===== src/rtl/vga_frame_out.sv =====
// vga_frame_out: raster timing generator and VGA pin driver for the pixel pipeline.
// Publishes pixelX/pixelY, takes back the composed RRRGGGBB colour PIPE_DELAY clocks
// later, and drives DAC colour, sync and blank with the decodes delay-matched to it.
// Optional colour-bar source: define VGA_TEST_PATTERN_EN to add testPatternSel.
module vga_frame_out #(
  parameter int unsigned H_ACTIVE   = 640,
  parameter int unsigned H_FP       = 16,
  parameter int unsigned H_SYNC     = 96,
  parameter int unsigned H_BP       = 48,
  parameter int unsigned V_ACTIVE   = 480,
  parameter int unsigned V_FP       = 10,
  parameter int unsigned V_SYNC     = 2,
  parameter int unsigned V_BP       = 33,
  parameter int unsigned PIPE_DELAY = 1
) (
  input  logic        clk,
  input  logic        resetN,
`ifdef VGA_TEST_PATTERN_EN
  input  logic        testPatternSel,
`endif
  input  logic [7:0]  RGBIn,
  output logic [10:0] pixelX,
  output logic [10:0] pixelY,
  output logic        startOfFrame,
  output logic [7:0]  oVGA_R,
  output logic [7:0]  oVGA_G,
  output logic [7:0]  oVGA_B,
  output logic        oVGA_HS,
  output logic        oVGA_VS,
  output logic        oVGA_BLANK_N
);

  localparam int unsigned H_TOTAL = H_ACTIVE + H_FP + H_SYNC + H_BP;
  localparam int unsigned V_TOTAL = V_ACTIVE + V_FP + V_SYNC + V_BP;

  localparam logic [10:0] H_LAST   = 11'(H_TOTAL - 1);
  localparam logic [10:0] V_LAST   = 11'(V_TOTAL - 1);
  localparam logic [10:0] H_VIS    = 11'(H_ACTIVE);
  localparam logic [10:0] V_VIS    = 11'(V_ACTIVE);
  localparam logic [10:0] HS_START = 11'(H_ACTIVE + H_FP);
  localparam logic [10:0] HS_END   = 11'(H_ACTIVE + H_FP + H_SYNC);
  localparam logic [10:0] VS_START = 11'(V_ACTIVE + V_FP);
  localparam logic [10:0] VS_END   = 11'(V_ACTIVE + V_FP + V_SYNC);

  logic                  run;
  logic                  act_now;
  logic                  hs_now;
  logic                  vs_now;
  logic [PIPE_DELAY-1:0] act_sr;
  logic [PIPE_DELAY-1:0] hs_sr;
  logic [PIPE_DELAY-1:0] vs_sr;
  logic [7:0]            colour;

  // The first clock after release holds (0,0) so startOfFrame is seen there.
  always_ff @(posedge clk or negedge resetN) begin
    if (!resetN) run <= 1'b0;
    else         run <= 1'b1;
  end

  // Raster counters: X every clock, Y on X wrap, both wrap together at frame end.
  always_ff @(posedge clk or negedge resetN) begin
    if (!resetN) begin
      pixelX <= '0;
      pixelY <= '0;
    end else if (run) begin
      if (pixelX == H_LAST) begin
        pixelX <= '0;
        pixelY <= (pixelY == V_LAST) ? '0 : pixelY + 11'd1;
      end else begin
        pixelX <= pixelX + 11'd1;
      end
    end
  end

  // Frame marker and timing decodes of the current coordinate.
  always_comb begin
    startOfFrame = run && (pixelX == '0) && (pixelY == '0);
    act_now      = run && (pixelX < H_VIS) && (pixelY < V_VIS);
    hs_now       = !((pixelX >= HS_START) && (pixelX < HS_END));
    vs_now       = !((pixelY >= VS_START) && (pixelY < VS_END));
  end

  // Delay line matching the decodes to the latency of the drawing pipeline.
  always_ff @(posedge clk or negedge resetN) begin
    if (!resetN) begin
      act_sr <= '0;
      hs_sr  <= '1;
      vs_sr  <= '1;
    end else begin
      act_sr[0] <= act_now;
      hs_sr[0]  <= hs_now;
      vs_sr[0]  <= vs_now;
      for (int unsigned i = 1; i < PIPE_DELAY; i++) begin
        act_sr[i] <= act_sr[i-1];
        hs_sr[i]  <= hs_sr[i-1];
        vs_sr[i]  <= vs_sr[i-1];
      end
    end
  end

`ifdef VGA_TEST_PATTERN_EN
  logic [6:0] bar_px;
  logic [2:0] bar_idx;
  logic [7:0] pat_now;
  logic [7:0] pat_sr [PIPE_DELAY];

  // Bar counter tracks pixelX: bar_idx = pixelX/80 across the visible span.
  always_ff @(posedge clk or negedge resetN) begin
    if (!resetN) begin
      bar_px  <= '0;
      bar_idx <= '0;
    end else if (run) begin
      if (pixelX == H_LAST) begin
        bar_px  <= '0;
        bar_idx <= '0;
      end else if (pixelX < H_VIS) begin
        if (bar_px == 7'd79) begin
          bar_px <= '0;
          if (bar_idx != 3'd7) bar_idx <= bar_idx + 3'd1;
        end else begin
          bar_px <= bar_px + 7'd1;
        end
      end
    end
  end

  // Bar colour lookup, left to right.
  always_comb begin
    pat_now = 8'h00;
    case (bar_idx)
      3'd0:    pat_now = 8'hFF;
      3'd1:    pat_now = 8'hFC;
      3'd2:    pat_now = 8'h1F;
      3'd3:    pat_now = 8'h1C;
      3'd4:    pat_now = 8'hE3;
      3'd5:    pat_now = 8'hE0;
      3'd6:    pat_now = 8'h03;
      default: pat_now = 8'h00;
    endcase
  end

  // Pattern colour is delayed like RGBIn so it lands with the same coordinate.
  always_ff @(posedge clk or negedge resetN) begin
    if (!resetN) begin
      for (int unsigned i = 0; i < PIPE_DELAY; i++) pat_sr[i] <= '0;
    end else begin
      pat_sr[0] <= pat_now;
      for (int unsigned i = 1; i < PIPE_DELAY; i++) pat_sr[i] <= pat_sr[i-1];
    end
  end

  // Colour source select.
  always_comb begin
    colour = testPatternSel ? pat_sr[PIPE_DELAY-1] : RGBIn;
  end
`else
  // Colour source is always the pipeline.
  always_comb begin
    colour = RGBIn;
  end
`endif

  // Output register: expand RRRGGGBB to 8:8:8, blank outside the visible area.
  always_ff @(posedge clk or negedge resetN) begin
    if (!resetN) begin
      oVGA_R       <= '0;
      oVGA_G       <= '0;
      oVGA_B       <= '0;
      oVGA_HS      <= 1'b1;
      oVGA_VS      <= 1'b1;
      oVGA_BLANK_N <= 1'b0;
    end else begin
      oVGA_HS      <= hs_sr[PIPE_DELAY-1];
      oVGA_VS      <= vs_sr[PIPE_DELAY-1];
      oVGA_BLANK_N <= act_sr[PIPE_DELAY-1];
      if (act_sr[PIPE_DELAY-1]) begin
        oVGA_R <= {colour[7:5], colour[7:5], colour[7:6]};
        oVGA_G <= {colour[4:2], colour[4:2], colour[4:3]};
        oVGA_B <= {4{colour[1:0]}};
      end else begin
        oVGA_R <= '0;
        oVGA_G <= '0;
        oVGA_B <= '0;
      end
    end
  end

endmodule


===== config.mk =====
export PLATFORM = sky130hd
export DESIGN_NAME = vga_frame_out
export DESIGN_NICKNAME = d
export VERILOG_FILES = /design/src/rtl/vga_frame_out.sv
export SDC_FILE = /design/constraint.sdc
export NUM_CORES = 1
export LEC_CHECK = 0
export ABC_AREA = 1
export BUFFER_PORTS_ARGS = -buffer_cell sky130_fd_sc_hd__buf_4
export CAP_MARGIN = 5
export CORE_MARGIN = 4
export CORE_UTILIZATION = 50
export CTS_BUF_LIST = sky130_fd_sc_hd__clkbuf_16
export CTS_CLUSTER_DIAMETER = 40
export DETAILED_ROUTE_END_ITERATION = 8
export PLACE_DENSITY = 0.78
export REMOVE_ABC_BUFFERS = 1
export SLEW_MARGIN = 20
export SYNTH_ARGS = -nofsm -noshare
export SYNTH_HDL_FRONTEND = slang
export SYNTH_SLANG_ARGS = --single-unit

===== constraint.sdc =====
create_clock -name clk -period 1.45 [get_ports clk]
set_input_delay 0.0725 -clock clk [delete_from_list [all_inputs] [get_ports clk]]
set_output_delay 0.0725 -clock clk [all_outputs]
set_load 0.005 [all_outputs]

==> results.json <==
{
  "vias": 1973,
  "antenna_found_initial": 0,
  "drt-pass1-iter-count": 5,
  "gp_congestion": 0.861,
  "start_util_pct": 51.4,
  "grt_use_total_pct": 20.2,
  "p_sw_uw": 962,
  "clock_latency_ps": 280,
  "cts_tree": "built",
  "maxCapViolations": 0,
  "die_area_um2": 5200,
  "p_leak_uw": 0.00154,
  "area_growth_pct": 41.6,
  "final_hold_viol_count": 0,
  "critPathMostFrequentCell": "inv_2",
  "placed_area_um2": 2470,
  "worstSetupStartpointType": "flip-flop",
  "p_int_uw": 2120,
  "grt_pass1_vias": 1754,
  "slowest_delay_ps": 390,
  "maxSlewViolCount": 0,
  "wirelength_mm": 5.40,
  "grt_max_degree": 38,
  "fin_nets": 351,
  "p_seq_share_pct": 40.3,
  "cp-end-kind": "output port",
  "die_w_um": 72.1,
  "outcome": "complete, but fails checks",
  "dr.first_iter.drc_count": 161,
  "crit_path_max_fanout": 2,
  "final_area_um2": 2910,
  "numCtsBuffers": 5,
  "syn_area_um2": 2050,
  "yosysWarningCount": 0,
  "clockBufferDepth": 2,
  "hp-class": "input pin to flip-flop",
  "final_common_cell": "nand2_1",
  "synth_cells": 267,
  "root_buffer": "clkbuf_16",
  "hold_depth": 3,
  "clock.fmax_ghz": 0.602,
  "drive_gt1_share_pct": 36.7,
  "htreeDepth": 2,
  "violations": "setup timing",
  "io_pins": 60,
  "vdd_ir_drop_max_mv": 0.809,
  "path_class": "flip-flop to output port",
  "drc": 0,
  "vias_per_cell": 5.09,
  "final_cell_mix": "nand2_1, buf_4, inv_1",
  "skew_ps": 4.08,
  "dp_hpwl_mm": 3.47,
  "rsz0062_at_grt": "yes",
  "cp.required_ps": 1380,
  "combPwrFrac_pct": 26.6,
  "yosysSeqAreaShare_pct": 45.3,
  "synth-seq-cells": 37,
  "rows": 23,
  "numPortBuffers": 59,
  "ff2ff_path_depth": 10,
  "syn_area_per_cell_um2": 7.69,
  "clock-sinks": 37,
  "cp_top_family": "simple AND/OR/NAND/NOR gates",
  "diodes": 0,
  "path_buf_inv": 4,
  "switching_share_pct": 31.2,
  "cp_cell_sequence": "inv_2 -> ha_4 -> inv_2 -> nor2_4 -> inv_2 -> nor2_2 -> nand4_1 -> nor2_2 -> buf_4",
  "gr-total-overflow": 0,
  "powerDensity_nw_per_um2": 1060,
  "dp_cells": 363,
  "core_um2": 4000,
  "tns_ps": -212,
  "ys_types": 22,
  "critPathSlowestCell": "dfrtp_1",
  "worst-path-stages": 9,
  "min_period_ps": 1660,
  "crit_arrival_ps": 1590,
  "final_cells": 388,
  "die_h_um": 72.1,
  "setup_viol": 1,
  "period_share_pct": 115,
  "power_frac_clock_pct": 33.1,
  "grt_pass1_wl_mm": 8.16,
  "avgRoutedWirePerCell_um": 13.9,
  "total_power_uw": 3080,
  "ant_nets": 0,
  "fin_ws_ps": -212,
  "cts.clk_slew.worst_paths_ps": 50
}
power groups by stage:
stage / logic (uW) / registers [uW] / clock network [uW]
4_1_cts: 646 / 1230 / 1030
2_1_floorplan: 292 / 1250 / 0
3_5_place_dp: 628 / 1240 / 0
3_3_place_gp: 613 / 1240 / 0
6_report: 820 / 1240 / 1020
5_1_grt: 906 / 1260 / 1100
metal layers:
layer  track usage [%]  share of wire, %
met1              26.7                39
met2              32.5                50
met4              8.56               2.0
met3              3.74               8.7
met5                 0                 0
worst reg2reg max path, delay by kind of cell (launching register included):
family	cells	cell delay [ps]
buf+inv	2	220
flops	1	360
fa+ha+maj	1	160
simple gates	7	530
cell usage after synthesis:
cell type	n	area [um2]
nand2_1	83	312
inv_1	37	139
dfrtp_1	33	826
nor2_1	26	97.6
nand3_1	19	95.1
buf_4	18	135
nor2_2	8	50.1
xor2_1	8	70.1
nand4_1	6	37.5
dfstp_2	4	105
ha_1	4	50.1
nor3_1	4	20.0
o21ai_0	4	20.0
o21ai_1	3	15.0
nand3b_1	2	15.0
nor4_1	2	12.5
clkbuf_1	1	3.75
clkinv_2	1	5.00
conb_1	1	3.75
inv_2	1	3.75
nand3_4	1	17.5
nand4_4	1	21.3
sequential cells by signal, summed over array words and instances (netlist names):
name          count
oVGA_R            3
hs_sr             1
pixelX           11
oVGA_VS           1
vs_sr             1
act_sr            1
oVGA_B            2
oVGA_BLANK_N      1
oVGA_G            3
oVGA_HS           1
pixelY           11
run               1
layout make-up:
type	instances	area, um2
repair buffers	80	621
multi-input cells	174	998
clock buffers	5	125
clock inverters	3	13.8
flip-flops and latches	37	938
fillers	297	1090
inverters	39	150
well taps	50	62.6
per-stage QoR:
stage	utilization (%)	setup slack, ps	hold WS [ps]
3_3_place_gp	61.7	50.2	56.5
5_1_grt	72.7	-288	26.9
2_1_floorplan	-	182	-223
6_report	72.7	-212	1.54
3_5_place_dp	61.7	-5.54	59.4
4_1_cts	68.2	-141	2.48
final timing paths:
kind | start | to | slack, ps
max | pixelY[0] | startOfFrame | -210
min | RGBIn[7] | oVGA_R[4] | 2
max reg2reg | pixelY[1] | pixelY[8] | 60
min reg2reg | vs_sr | oVGA_VS | 360
max in group asynchronous | resetN | oVGA_HS | 820
min in group asynchronous | resetN | pixelY[5] | 290
cells by family (layout without fill, tap and decap cells):
kind of cell	Yosys count	count (layout)	share of synthesized area, %
flip-flops	37	37	45.3
other	1	1	0.183
XOR/XNOR	8	8	3.41
AO/OA/AOI/OAI	7	7	1.71
adder cells (fa/ha/maj)	4	4	2.44
AND/OR/NAND/NOR	152	154	33.0
buffers and inverters	58	127	13.9
repair_timing:
item                       CTS  global route
buffers inserted             3             4
setup endpoints to repair    4            18
pin swaps                    4            10
gates cloned                 0             2
gates resized for setup      7            36
hold endpoints to repair    40             0
hold buffers                 8             0
Power figures use the tool's default switching activity.
